### src/rtl/memwb_stage.sv
`default_nettype none
// ============================================================================
//  Module      : memwb_stage
//  Description : MEM/WB pipeline register. Captures each instruction leaving
//                the MEM stage, selects the writeback data and resolves
//                per-flag partial updates into a full flag word, so the
//                condition code register can load MEMWB_flags whenever
//                MEMWB_valid is high. Supports RTI flag restore from memory
//                read data, plus stall and flush bubbles.
//  Revision    : 1.0 - initial release
// ----------------------------------------------------------------------------
//  Optional feature macro: MEMWB_PERF_EN
//      Adds perf_clear input and 16-bit saturating perf_retired /
//      perf_bubbles counters. Core behaviour is identical in both builds.
// ----------------------------------------------------------------------------
//  Ports:
//      clk                 in   rising-edge clock
//      reset               in   synchronous active-high reset
//      stall / flush       in   insert a bubble into MEM/WB
//      EXMEM_valid         in   MEM-stage instruction is real
//      EXMEM_alu_result    in   ALU result            [DATA_W]
//      EXMEM_mem_to_reg    in   writeback from memory data
//      EXMEM_reg_write     in   instruction writes the register file
//      EXMEM_rd            in   destination register  [REG_AW]
//      EXMEM_flags         in   flags from EX         [FLAG_W], {V,C,N,Z}
//      EXMEM_flag_mask     in   per-bit flag update enable
//      EXMEM_flag_restore  in   RTI: flags from mem_rdata[FLAG_W-1:0]
//      mem_rdata           in   data memory read data [DATA_W]
//      perf_clear          in   (MEMWB_PERF_EN) zero both counters
//      perf_retired        out  (MEMWB_PERF_EN) loads counted
//      perf_bubbles        out  (MEMWB_PERF_EN) non-load cycles counted
//      MEMWB_valid         out  writeback instruction is real
//      MEMWB_reg_write     out  register-file write enable, gated by valid
//      MEMWB_rd            out  destination register
//      MEMWB_wdata         out  writeback data
//      MEMWB_flags         out  full flag word for the condition code reg
// ============================================================================
module memwb_stage #(
    parameter int DATA_W = 8,
    parameter int REG_AW = 2,
    parameter int FLAG_W = 4
) (
    input  logic              clk,
    input  logic              reset,
    input  logic              stall,
    input  logic              flush,
    input  logic              EXMEM_valid,
    input  logic [DATA_W-1:0] EXMEM_alu_result,
    input  logic              EXMEM_mem_to_reg,
    input  logic              EXMEM_reg_write,
    input  logic [REG_AW-1:0] EXMEM_rd,
    input  logic [FLAG_W-1:0] EXMEM_flags,
    input  logic [FLAG_W-1:0] EXMEM_flag_mask,
    input  logic              EXMEM_flag_restore,
    input  logic [DATA_W-1:0] mem_rdata,
`ifdef MEMWB_PERF_EN
    input  logic              perf_clear,
    output logic [15:0]       perf_retired,
    output logic [15:0]       perf_bubbles,
`endif
    output logic              MEMWB_valid,
    output logic              MEMWB_reg_write,
    output logic [REG_AW-1:0] MEMWB_rd,
    output logic [DATA_W-1:0] MEMWB_wdata,
    output logic [FLAG_W-1:0] MEMWB_flags
);

    logic              r_valid_q,     w_valid_d;
    logic              r_reg_write_q, w_reg_write_d;
    logic [REG_AW-1:0] r_rd_q,        w_rd_d;
    logic [DATA_W-1:0] r_wdata_q,     w_wdata_d;
    logic [FLAG_W-1:0] r_flags_q,     w_flags_d;

    logic              w_load;
    logic [FLAG_W-1:0] w_flag_track;
    logic [FLAG_W-1:0] w_flags_new;

    // The tracked "committed" flag value loads and holds under exactly the
    // same conditions as the MEMWB flag register and shares its reset value,
    // so the two are always equal; one register serves both roles.
    assign w_flag_track = r_flags_q;

    always_comb begin
        w_load = EXMEM_valid & ~stall & ~flush;

        // RTI pops the whole flag word; otherwise only masked bits change
        // and the rest keep the value the CCR will hold after the previous
        // instruction commits.
        if (EXMEM_flag_restore) begin
            w_flags_new = mem_rdata[FLAG_W-1:0];
        end else begin
            w_flags_new = (EXMEM_flag_mask & EXMEM_flags) |
                          (~EXMEM_flag_mask & w_flag_track);
        end

        // Bubbles clear valid/write-enable but hold the payload so that
        // MEMWB_flags keeps reflecting the committed value.
        w_valid_d     = 1'b0;
        w_reg_write_d = 1'b0;
        w_rd_d        = r_rd_q;
        w_wdata_d     = r_wdata_q;
        w_flags_d     = r_flags_q;
        if (w_load) begin
            w_valid_d     = 1'b1;
            w_reg_write_d = EXMEM_reg_write;
            w_rd_d        = EXMEM_rd;
            w_wdata_d     = EXMEM_mem_to_reg ? mem_rdata : EXMEM_alu_result;
            w_flags_d     = w_flags_new;
        end
    end

    always_ff @(posedge clk) begin
        if (reset) begin
            r_valid_q     <= 1'b0;
            r_reg_write_q <= 1'b0;
            r_rd_q        <= '0;
            r_wdata_q     <= '0;
            r_flags_q     <= '0;
        end else begin
            r_valid_q     <= w_valid_d;
            r_reg_write_q <= w_reg_write_d;
            r_rd_q        <= w_rd_d;
            r_wdata_q     <= w_wdata_d;
            r_flags_q     <= w_flags_d;
        end
    end

    assign MEMWB_valid     = r_valid_q;
    assign MEMWB_reg_write = r_reg_write_q;
    assign MEMWB_rd        = r_rd_q;
    assign MEMWB_wdata     = r_wdata_q;
    assign MEMWB_flags     = r_flags_q;

`ifdef MEMWB_PERF_EN
    logic [15:0] r_retired_q, w_retired_d;
    logic [15:0] r_bubbles_q, w_bubbles_d;

    always_comb begin
        w_retired_d = r_retired_q;
        w_bubbles_d = r_bubbles_q;
        if (perf_clear) begin
            w_retired_d = '0;
            w_bubbles_d = '0;
        end else if (w_load) begin
            if (r_retired_q != 16'hFFFF) w_retired_d = r_retired_q + 16'd1;
        end else begin
            if (r_bubbles_q != 16'hFFFF) w_bubbles_d = r_bubbles_q + 16'd1;
        end
    end

    always_ff @(posedge clk) begin
        if (reset) begin
            r_retired_q <= '0;
            r_bubbles_q <= '0;
        end else begin
            r_retired_q <= w_retired_d;
            r_bubbles_q <= w_bubbles_d;
        end
    end

    assign perf_retired = r_retired_q;
    assign perf_bubbles = r_bubbles_q;
`endif

endmodule
`default_nettype wire

### config.mk
export PLATFORM = sky130hd
export DESIGN_NAME = memwb_stage
export DESIGN_NICKNAME = d
export VERILOG_FILES = /design/src/rtl/memwb_stage.sv
export SDC_FILE = /design/constraint.sdc
export NUM_CORES = 1
export LEC_CHECK = 0
export ABC_AREA = 0
export BUFFER_PORTS_ARGS = -buffer_cell sky130_fd_sc_hd__buf_2
export CORE_MARGIN = 1
export CORE_UTILIZATION = 37
export CTS_BUF_LIST = sky130_fd_sc_hd__clkbuf_2
export DETAILED_ROUTE_END_ITERATION = 8
export PLACE_DENSITY = 0.76
export SETUP_SLACK_MARGIN = 0.1
export SLEW_MARGIN = 25
export SYNTH_ARGS = -nofsm -noshare
export SYNTH_HDL_FRONTEND = slang
export SYNTH_SLANG_ARGS = --single-unit
### constraint.sdc
create_clock -name clk -period 1.09 [get_ports clk]
set_clock_uncertainty 0.15 [all_clocks]
set_input_delay 0.0545 -clock clk [delete_from_list [all_inputs] [get_ports clk]]
set_output_delay 0.0545 -clock clk [all_outputs]
set_load 0.02 [all_outputs]
# Word-level counts from Yosys, hierarchy flattened
# Cells that the tools add are included.
[totals] ff_bits=16 inputBits=34 output_inout_bits=16 elab_cells=18
[classes] mux=3 bitwise_logic=9 n_reduce_logical=1
[ops] op="bitwise AND 4 bit" count=2
[ops] op="2-to-1 mux 8 bit" count=1
[ops] op="2-to-1 mux 4 bit" count=1
[ops] op="inverter 4 bit" count=1
[ops] op="OR 4 bit" count=1
[ops] op="inverter 1 bit" count=3
[ops] op="bitwise AND 1 bit" count=2
[ops] op="OR reduction 2 bit" count=1
[ops] op="2-to-1 mux 1 bit" count=1

# Logic depth before layout (Yosys ltp)
[logic_depth] depth_word=5 ltp_mapped=4 mapped_depth_nobuf=3

# Worst setup path after synthesis
# Ideal clock, no wire load.
[synth_path] kind="input-to-reg" from="input stall" to="register with a tool-made name" setup_time_ns=0.117 t_arrival_ns=0.768 t_required_ns=0.823 setup_slack_ns=0.055 cell_stages=4 path_buffers=1 cell_sequence="nor3b_4 buf_6 o21ai_2 a32o_1"
[synth_lines] item="start: declaration" line_no="45" rtl="input logic stall,"

==> impl_metrics.json <==
{
  "path_buf_inv": 1,
  "ir_drop_mv": 0.601,
  "io_buffers": 49,
  "synth_top_cell_area_share": 0.451,
  "vias": 798,
  "rsz0062_at_grt": "yes",
  "cts.clk_slew.worst_paths_ns": 0.15,
  "ys_types": 16,
  "worstSetupPathType": "reg2out",
  "syn_to_final_growth_pct": 77.4,
  "chipWidth_um": 45.8,
  "period_share": 0.899,
  "grt_max_degree": 18,
  "post-route-min-period_ns": 0.980,
  "design.core.area_um2": 1760,
  "fin_hold_ws_ns": -0.0579,
  "slowest_delay_ns": 0.38,
  "p_leak_nw": 0.611,
  "clk_path_buf_depth": 2,
  "dp.cells": 147,
  "synthCells": 74,
  "wl_met2_mm": 1.08,
  "hold_viol": 13,
  "antenna_found_initial": 0,
  "routabilityCongestion": 0.678,
  "syn_nets": 108,
  "finalSetupViolCount": 0,
  "crit_path_end_kind": "output port",
  "drv_slew": 0,
  "status": "complete, but fails checks",
  "rows": 15,
  "worstPathCellList": "buf_6",
  "cts_tree": "built",
  "cts_root_buffer": "clkbuf_2",
  "ys_seq_elements": 16,
  "holdCritPathClass": "in2reg",
  "stdcell_count": 165,
  "vias_per_cell": 4.84,
  "grt_pass1_wl_mm": 2.90,
  "die_h_um": 45.8,
  "htree_levels": 1,
  "syn_area_um2": 709,
  "yosysTopAreaCell": "dfxtp_1",
  "io_pins": 50,
  "min-delay-start": "EXMEM_alu_result[0]",
  "critPathMaxFanout": 2,
  "layout-drive-gt1-share": 0.579,
  "start_kind": "flip-flop",
  "post-route-util": 0.713,
  "seq_area_frac_synth": 0.451,
  "highest_layer": "met4",
  "arrival_ns": 0.78,
  "clk_latency_ns": 0.28,
  "start_util": 0.402,
  "maxSlewHeadroom": 0.831,
  "cp_top_family": "flip-flops",
  "cts_buffers": 3,
  "synth.area.top_cells": "dfxtp_1 (45%), mux2i_1 (14%), a211oi_1 (8.5%)",
  "r2r-start": "MEMWB_wdata[1]",
  "drt_iter0_markers": 8,
  "crit_path_top_delay_cell": "dfxtp_2",
  "wl_per_cell_um": 12.5,
  "cp.required_ns": 0.89,
  "placed_area_um2": 982,
  "insertedDiodeCount": 0,
  "grt_pass1_vias": 718,
  "cts.sinks": 16,
  "yosysWarnings": 0,
  "violations": "negative hold slack",
  "max-cap-violations": 0,
  "fin_nets": 175,
  "final_area_um2": 1260,
  "die-area_um2": 2100,
  "antenna_left": 0,
  "overflow": 0,
  "wl_met3_um": 144,
  "drc": 0,
  "grt_util_all_layers": 0.193,
  "dr.pass1.iters": 3,
  "hpwl_mm": 1.32,
  "power.density_nw_per_um2": 946,
  "fillers": 148,
  "wl_met1_um": 823,
  "routed_wl_mm": 2.06,
  "avgSynthCellArea_um2": 9.59,
  "max_clock_freq_mhz": 1020,
  "tightest_slew_ns": 0.254
}
## kinds of logic (layout without fill, tap and decap cells)
group / count (synthesis) / after routing / synth area share
buffers and inverters: 7 / 73 / 0.0635
muxes: 10 / 10 / 0.141
AOI/OAI and AO/OA: 20 / 20 / 0.203
DFF: 16 / 16 / 0.452
and+or+nand+nor: 21 / 21 / 0.141
## Yosys cell counts
master,number
mux2i_1,10
buf_2,2
nor3b_4,1
o21ai_2,1
nor2_1,10
clkbuf_2,1
o21ai_0,7
inv_1,1
nand2_1,8
a32o_1,4
and2_2,1
dfxtp_1,16
a211oi_1,8
buf_6,2
and3_1,1
clkbuf_1,1
## stage by stage
| step | setup WS (ns) | total power, mW | TNS [ns] |
|---|---|---|---|
| 2_1_floorplan | 0.0658 | 0.755 | 0 |
| 5_1_grt | 0.0624 | 1.26 | 0 |
| 6_report | 0.110 | 1.19 | 0 |
| 3_5_place_dp | -0.152 | 0.859 | -1.22 |
| 3_3_place_gp | -0.0671 | 0.852 | -0.662 |
| 4_1_cts | 0.0927 | 1.16 | 0 |
## metal layers
metal	global-route usage	up-vias
li1	-	398
met1	0.212	359
met2	0.377	39
met3	0.0278	2
met4	0.0529	0
met5	0	-
## what timing repair did
| item | in CTS | in global routing |
|---|---|---|
| hold buffers | 9 | 1 |
| gates cloned | 0 | 0 |
| hold endpoints to repair | 15 | 13 |
| setup buffers | 0 | 4 |
| gates resized for setup | 31 | 22 |
| endpoints found under the setup margin | 14 | 18 |
| pin swaps | 0 | 1 |
## layout make-up
cell class	instances	area, um^2	share of cell area
tap	25	31.3	0.0249
clock buffer	3	15.0	0.0119
timing repair buffer	68	518	0.412
sequential	16	340	0.270
inverter	1	3.75	0.00298
clock inverter	1	3.75	0.00298
multi-input combinational	51	347	0.275
## report_power, final
| group | total [mW] | switching [mW] | internal, mW |
|---|---|---|---|
| logic | 0.297 | 0.129 | 0.167 |
| registers | 0.629 | 0.0163 | 0.613 |
| clock network | 0.265 | 0.185 | 0.0798 |
| total | 1.19 | 0.331 | 0.860 |
## placed cells by master, fill, tap and decap left out, drive strengths merged
master,n
nand2,8
nor2,10
buf,58
and2,1
nor3b,1
inv,1
mux2i,10
a32o,4
and3,1
clkinv,1
dfxtp,16
o21ai,8
dlygate4sd3,8
clkbuf,3
dlymetal6s4s,2
a211oi,8
## final timing paths
kind	to	cells past startpoint	slack, ns
min reg2reg	MEMWB_wdata[5]	2	0.37
max	MEMWB_flags[2]	1	0.11
min	MEMWB_wdata[0]	3	-0.06
max reg2reg	MEMWB_wdata[1]	3	0.18
Power figures use the tool's default switching activity.
